**config.mk**
```make
export PLATFORM = sky130hd
export DESIGN_NAME = tube_ph1_fifo
export DESIGN_NICKNAME = d
export VERILOG_FILES = /design/src/rtl/tube_ph1_fifo.sv
export SDC_FILE = /design/constraint.sdc
export NUM_CORES = 1
export LEC_CHECK = 0
export BUFFER_PORTS_ARGS = -buffer_cell sky130_fd_sc_hd__buf_4
export CAP_MARGIN = 20
export CORE_ASPECT_RATIO = 0.5
export CORE_MARGIN = 3
export CORE_UTILIZATION = 25
export CTS_CLUSTER_SIZE = 10
export DETAILED_ROUTE_END_ITERATION = 8
export GPL_ROUTABILITY_DRIVEN = 0
export HOLD_SLACK_MARGIN = 0.1
export PLACE_DENSITY_LB_ADDON = 0.12
export RECOVER_POWER = 50
export SLEW_MARGIN = 20
export SYNTH_ARGS = -nofsm -noshare
export SYNTH_HDL_FRONTEND = slang
export SYNTH_SLANG_ARGS = --single-unit
```
**constraint.sdc**
```tcl
create_clock -name clk -period 1.8 [get_ports clk]
set_clock_uncertainty 0.1 [all_clocks]
set_input_delay 0.18 -clock clk [delete_from_list [all_inputs] [get_ports clk]]
set_output_delay 0.18 -clock clk [all_outputs]
set_load 0.1 [all_outputs]
```
**src/rtl/tube_ph1_fifo.sv**
```systemverilog
`timescale 1ns/1ps
// tube_ph1_fifo: parasite-to-host byte FIFO behind Tube register 1 (PH1).
// Both asynchronous bus interfaces are sampled on clk; head byte and flags are registered.
module tube_ph1_fifo #(
  parameter int DEPTH = 24,
  parameter int PW    = 5
) (
  input  logic          clk,
  input  logic          h_rst_b,
  input  logic          fifo_clr,
  input  logic          p_cs_b,
  input  logic          p_wr_b,
  input  logic [2:0]    p_addr,
  input  logic [7:0]    p_data,
  input  logic          h_phi2,
  input  logic          h_cs_b,
  input  logic          h_rdnw,
  input  logic [2:0]    h_addr,
  output logic [7:0]    h_rd_data,
  output logic          ph1_avail,
  output logic          ph1_space,
  output logic [PW-1:0] ph1_count,
  output logic          ph1_ovf
);

  localparam logic [2:0]    RegPh1  = 3'b001;
  localparam logic [PW-1:0] LastIdx = PW'(DEPTH - 1);
  localparam logic [PW-1:0] FullCnt = PW'(DEPTH);

  function automatic logic [PW-1:0] ptr_inc(input logic [PW-1:0] p);
    return (p == LastIdx) ? '0 : p + 1'b1;
  endfunction

  // Reset: asynchronous assert, deassert released through two flops.
  logic rst_meta_q, rst_b_q;

  // NOTE: clocked state always uses non-blocking (<=) so every flop samples pre-edge values.
  always_ff @(posedge clk or negedge h_rst_b) begin
    if (!h_rst_b) begin
      rst_meta_q <= 1'b0;
      rst_b_q    <= 1'b0;
    end else begin
      rst_meta_q <= 1'b1;
      rst_b_q    <= rst_meta_q;
    end
  end

  // [0] first stage, [1] synchronized copy, [2] delayed copy for edge detection.
  logic [2:0] p_wr_sync_q;
  logic [2:0] phi2_sync_q;
  logic       p_wr_rise;
  logic       phi2_fall;

  always_ff @(posedge clk or negedge rst_b_q) begin
    if (!rst_b_q) begin
      p_wr_sync_q <= 3'b111;
      phi2_sync_q <= 3'b000;
    end else begin
      p_wr_sync_q <= {p_wr_sync_q[1:0], p_wr_b};
      phi2_sync_q <= {phi2_sync_q[1:0], h_phi2};
    end
  end

  assign p_wr_rise = p_wr_sync_q[1] & ~p_wr_sync_q[2];
  assign phi2_fall = ~phi2_sync_q[1] & phi2_sync_q[2];

  // Bus qualifiers, captured while each strobe is active and dropped once it has been used.
  logic       wr_q;
  logic [7:0] wr_data_q;
  logic       rd_q;

  always_ff @(posedge clk or negedge rst_b_q) begin
    if (!rst_b_q) begin
      wr_q      <= 1'b0;
      wr_data_q <= 8'h00;
      rd_q      <= 1'b0;
    end else if (fifo_clr) begin
      wr_q <= 1'b0;
      rd_q <= 1'b0;
    end else begin
      if (!p_wr_sync_q[1]) begin
        wr_q      <= !p_cs_b && (p_addr == RegPh1);
        wr_data_q <= p_data;
      end else if (p_wr_rise) begin
        wr_q <= 1'b0;
      end
      if (phi2_sync_q[1]) begin
        rd_q <= !h_cs_b && h_rdnw && (h_addr == RegPh1);
      end else if (phi2_fall) begin
        rd_q <= 1'b0;
      end
    end
  end

  // Push/pop acceptance.
  logic push_req, pop_req, push_ok, pop_ok;

  assign push_req = p_wr_rise & wr_q & ~fifo_clr;
  assign pop_req  = phi2_fall & rd_q & ~fifo_clr;
  assign pop_ok   = pop_req & (ph1_count != '0);
  assign push_ok  = push_req & ((ph1_count != FullCnt) | pop_ok);

  // Storage
  logic [7:0]    mem [DEPTH];
  logic [PW-1:0] wr_ptr_q, wr_ptr_d;
  logic [PW-1:0] rd_ptr_q, rd_ptr_d;
  logic [PW-1:0] count_q, count_d;
  logic [7:0]    head_q, head_d;
  logic          ovf_q, ovf_d;
  logic          avail_q, space_q;
  logic [PW-1:0] rd_next;

  assign rd_next = ptr_inc(rd_ptr_q);

  // NOTE: the data array carries no reset; only pointers and count define which entries are valid.
  always_ff @(posedge clk) begin
    if (push_ok) mem[wr_ptr_q] <= wr_data_q;
  end

  // NOTE: every next-state signal is defaulted first so no path through the block infers a latch.
  always_comb begin
    wr_ptr_d = wr_ptr_q;
    rd_ptr_d = rd_ptr_q;
    count_d  = count_q;
    head_d   = head_q;
    ovf_d    = ovf_q;

    if (fifo_clr) begin
      wr_ptr_d = '0;
      rd_ptr_d = '0;
      count_d  = '0;
      head_d   = 8'h00;
      ovf_d    = 1'b0;
    end else begin
      if (push_ok) wr_ptr_d = ptr_inc(wr_ptr_q);
      if (pop_ok)  rd_ptr_d = rd_next;

      unique case ({push_ok, pop_ok})
        2'b10:   count_d = count_q + 1'b1;
        2'b01:   count_d = count_q - 1'b1;
        default: count_d = count_q;
      endcase

      // The pushed byte becomes the head if nothing older will remain after this cycle.
      if (push_ok && (count_q == '0 || (pop_ok && count_q == PW'(1)))) begin
        head_d = wr_data_q;
      end else if (pop_ok && count_q > PW'(1)) begin
        head_d = mem[rd_next];
      end

      if (push_req && !push_ok) ovf_d = 1'b1;
    end
  end

  always_ff @(posedge clk or negedge rst_b_q) begin
    if (!rst_b_q) begin
      wr_ptr_q <= '0;
      rd_ptr_q <= '0;
      count_q  <= '0;
      head_q   <= 8'h00;
      ovf_q    <= 1'b0;
      avail_q  <= 1'b0;
      space_q  <= 1'b1;
    end else begin
      wr_ptr_q <= wr_ptr_d;
      rd_ptr_q <= rd_ptr_d;
      count_q  <= count_d;
      head_q   <= head_d;
      ovf_q    <= ovf_d;
      avail_q  <= (count_d != '0);
      space_q  <= (count_d != FullCnt);
    end
  end

  assign h_rd_data = head_q;
  assign ph1_count = count_q;
  assign ph1_avail = avail_q;
  assign ph1_space = space_q;
  assign ph1_ovf   = ovf_q;

endmodule

```
==> impl_metrics.ini <==
[drt]
route.detailed.wl_per_inst_um = 21.2
drc = 0
drt-total-wl_mm = 32.6
detail_route.vias_per_cell = 4.73
antenna_violating_nets_post_route = 0
vias = 7272
first_pass_iters = 6
drt_iter0_drc = 576

[synthesis]
postSynthRegisterBits = 236
synth.avg_cell_area_um2 = 13.7
post_synth_num_cell_types = 71
netlist_instances = 744
synth_warnings = 0
postSynth.topFlopCell = edfxtp_1
yosysSeqAreaShare_pct = 67.3
synth_edf_count = 192
fraction_of_registers_with_async_set_reset_pct = 18.6
mappedNetlistNets = 777
summed_instance_area_of_the_synthesized_netlist_um2 = 10200

[clock_tree]
max-clock-path-buffers = 3
cts_root_buf = clkbuf_16
insertion_delay_ns = 0.55
cts_inserted_buffers = 28
clock_tree.htree_level_count = 1
cts.clk_slew.worst_paths_ns = 0.05
cts_tree = done
clock-sinks = 236

[status]
run_status = finished, violations left
failed_checks = negative setup slack

[min_path]
hp-class = primary input to flop

[placement]
post-place-cells = 1411
standard_cell_area_after_detailed_placement_um2 = 12600
dpl.hpwl_mm = 21.3
port_buffers = 37

[final_layout]
antennaDiodeCount = 0
layout.cells.non_filler = 1539
total_nets_final = 1020
drive_gt1_share_pct = 46.4
finalInstanceArea_um2 = 15200
fill_cells = 3758
syn2layout_area_growth_pct = 49.1

[sta]
finalSetupTns_ns = -55.90
worst_slew_pin_slew_ns = 0.878
hold_viol = 0
final.min_clock_period_ns = 2.46
grt_setup_unrepaired = yes
finalSetupViolCount = 211
worst_hold_slack_ns = 0.213
maxSlewViolCount = 0
clock.fmax_mhz = 407
final.period_utilization_pct = 137
finalWorstSetupSlack_ns = -0.658
max-slew-margin-rel_pct = 41.5

[global_routing]
grt_first_pass_wirelength_mm = 47.9
grt_start_max_net_pins = 26
antenna_found_initial = 0
globalRouteTotalUtil_pct = 14.9
total_grt_overflow = 0
grt_pass1_vias = 7352

[power]
powerDensity_nw_per_um2 = 774
vdd_drop_max_mv = 0.630
power_after_layout_uw = 11800
p_leak_uw = 0.00536

[floorplan]
core_area_um2 = 39600
row_count = 51
die_area_um2 = 43400
ioPinCount = 38
die_x_um = 292
chipHeight_um = 149
initial_core_util_pct = 25.8

[setup_path]
element_type_at_the_critical_path_end = flop
critical_path_arrival_ns = 2.77
crit_path_max_fanout = 7
timing.setup.critical_path_class = flop to flop
worst-r2r-setup-slack_ns = -0.66
endpoint_required_time_on_the_critical_path_ns = 2.11
critPathLaunchType = flop

[run]
maxCapViolations = 0
layout make-up:
type | instances | area (µm²) | area share [%]
sequential | 236 | 6890 | 45.3
tap | 530 | 663 | 4.36
clock inverter | 2 | 13.8 | 0.0904
inverter | 14 | 63.8 | 0.419
multi-input combinational | 447 | 4040 | 26.6
clock buffer | 50 | 815 | 5.35
timing repair buffer | 260 | 2730 | 17.9
path summary, 6_finish.rpt:
check                                  startpoint                  endpoint  cells past startpoint
max in group asynchronous       rst_b_q$_DFF_PN0_   rd_ptr_q[0]$_DFFE_PN0P_                      1
max reg2reg                ph1_count[0]$_DFF_PN0_       ph1_avail$_DFF_PN0_                     12
min                                        p_wr_b  p_wr_sync_q[0]$_DFF_PN1_                      2
min in group asynchronous       rst_b_q$_DFF_PN0_          rd_q$_DFFE_PN0P_                      0
max                        ph1_count[0]$_DFF_PN0_       ph1_avail$_DFF_PN0_                     12
min reg2reg                  rst_meta_q$_DFF_PN0_         rst_b_q$_DFF_PN0_                      0
report_power, final:
part	internal, µW	switching [µW]	total [µW]
clock network	3030	2170	5200
registers	6090	74.8	6170
logic	119	288	406
timing repair:
item                                    CTS  global route
resized for setup                       123           109
endpoints found under the hold margin    25             0
gates cloned                              5             0
pin swaps                                55            63
hold buffers                             17             0
setup buffers                            42            25
endpoints found under the setup margin  211           212
state kept, by name, summed over array words and instances, names as in the netlist, 3 cells and up:
signal and flops:
wr_ptr_q 5, mem 192, phi2_sync_q 3, p_wr_sync_q 3
ph1_count 5, wr_data_q 8, h_rd_data 8, rd_ptr_q 5
per-layer routing:
metal  vias to the layer above  track usage (%)  wire (µm)
li1                       3364                -          -
met1                      3736             21.2      15600
met2                       128             23.5      15000
met3                        44             2.93       1340
met4                         0             3.52        617
met5                         -                0          0
cells in the final DEF (no fill, tap or decap), types with 5 or more instances in the layout:
master / n
a211o_1: 6
a211oi_4: 5
a21oi_1: 10
a21oi_2: 13
a221oi_2: 5
a222oi_1: 5
a22oi_2: 8
and2_1: 5
buf_12: 40
buf_16: 5
buf_4: 152
buf_6: 33
clkbuf_1: 22
clkbuf_16: 29
dfrtp_1: 33
dlygate4sd3_1: 17
edfxtp_1: 192
ha_1: 7
inv_1: 8
mux2_2: 18
mux2_4: 5
mux2i_1: 24
nand2_1: 60
nand3_1: 13
nand3b_1: 12
nor2_1: 18
nor2_2: 6
nor2_4: 28
nor2b_1: 15
o21ai_0: 18
o21ai_1: 19
o21ai_2: 6
o221ai_1: 6
o32ai_2: 5
critical path, cell delays in order, from the launching register on:
cell      delay, ns
dfrtp_4        0.42
inv_4          0.04
ha_4           0.15
nand4b_1       0.10
nor2_1         0.06
nor2_2         0.17
inv_2          0.07
ha_4           0.32
nand2b_4       0.14
nor2_1         0.04
o21ai_0        0.23
a21oi_2        0.10
or3b_1         0.38
Yosys cell counts, types with 5 or more instances:
| cell | count | area share, % |
|---|---|---|
| o2bb2ai_1 | 6 | 0.51 |
| clkbuf_1 | 11 | 0.40 |
| nor3_1 | 10 | 0.49 |
| nand2_1 | 68 | 2.5 |
| buf_4 | 10 | 0.74 |
| a211oi_1 | 9 | 0.66 |
| o221ai_1 | 9 | 0.77 |
| a21oi_1 | 24 | 1.2 |
| inv_1 | 12 | 0.44 |
| nand3b_1 | 12 | 0.88 |
| edfxtp_1 | 192 | 56 |
| a22oi_1 | 11 | 0.81 |
| a222oi_1 | 5 | 0.49 |
| nand3_1 | 16 | 0.78 |
| a211o_1 | 6 | 0.51 |
| nor2b_1 | 16 | 0.98 |
| a221oi_1 | 6 | 0.51 |
| o32ai_1 | 10 | 0.86 |
| mux2i_1 | 30 | 2.9 |
| nor2_1 | 50 | 1.8 |
| buf_2 | 21 | 1.0 |
| a2bb2oi_1 | 6 | 0.51 |
| ha_1 | 11 | 1.3 |
| dfrtp_1 | 40 | 9.8 |
| o21ai_0 | 36 | 1.8 |
| mux2_2 | 23 | 2.5 |
| o21ai_1 | 9 | 0.44 |
| and2_1 | 5 | 0.31 |
logic make-up after synthesis:
family,share of synthesized area (%)
compound gates,12.0
simple gates,9.93
other cells,0.0367
xor+xnor,0.331
mux,5.92
buf+inv,3.09
flops,67.3
fa+ha+maj,1.35
stage by stage:
stage               utilization, %  worst slack [ns]
floorplan                        -             -1.03
global placement              31.8            -0.734
detailed placement            31.8            -0.790
CTS                           37.0            -0.688
global route                  38.5            -0.727
finish                        38.5            -0.658
(Power assumes the default switching activity.)
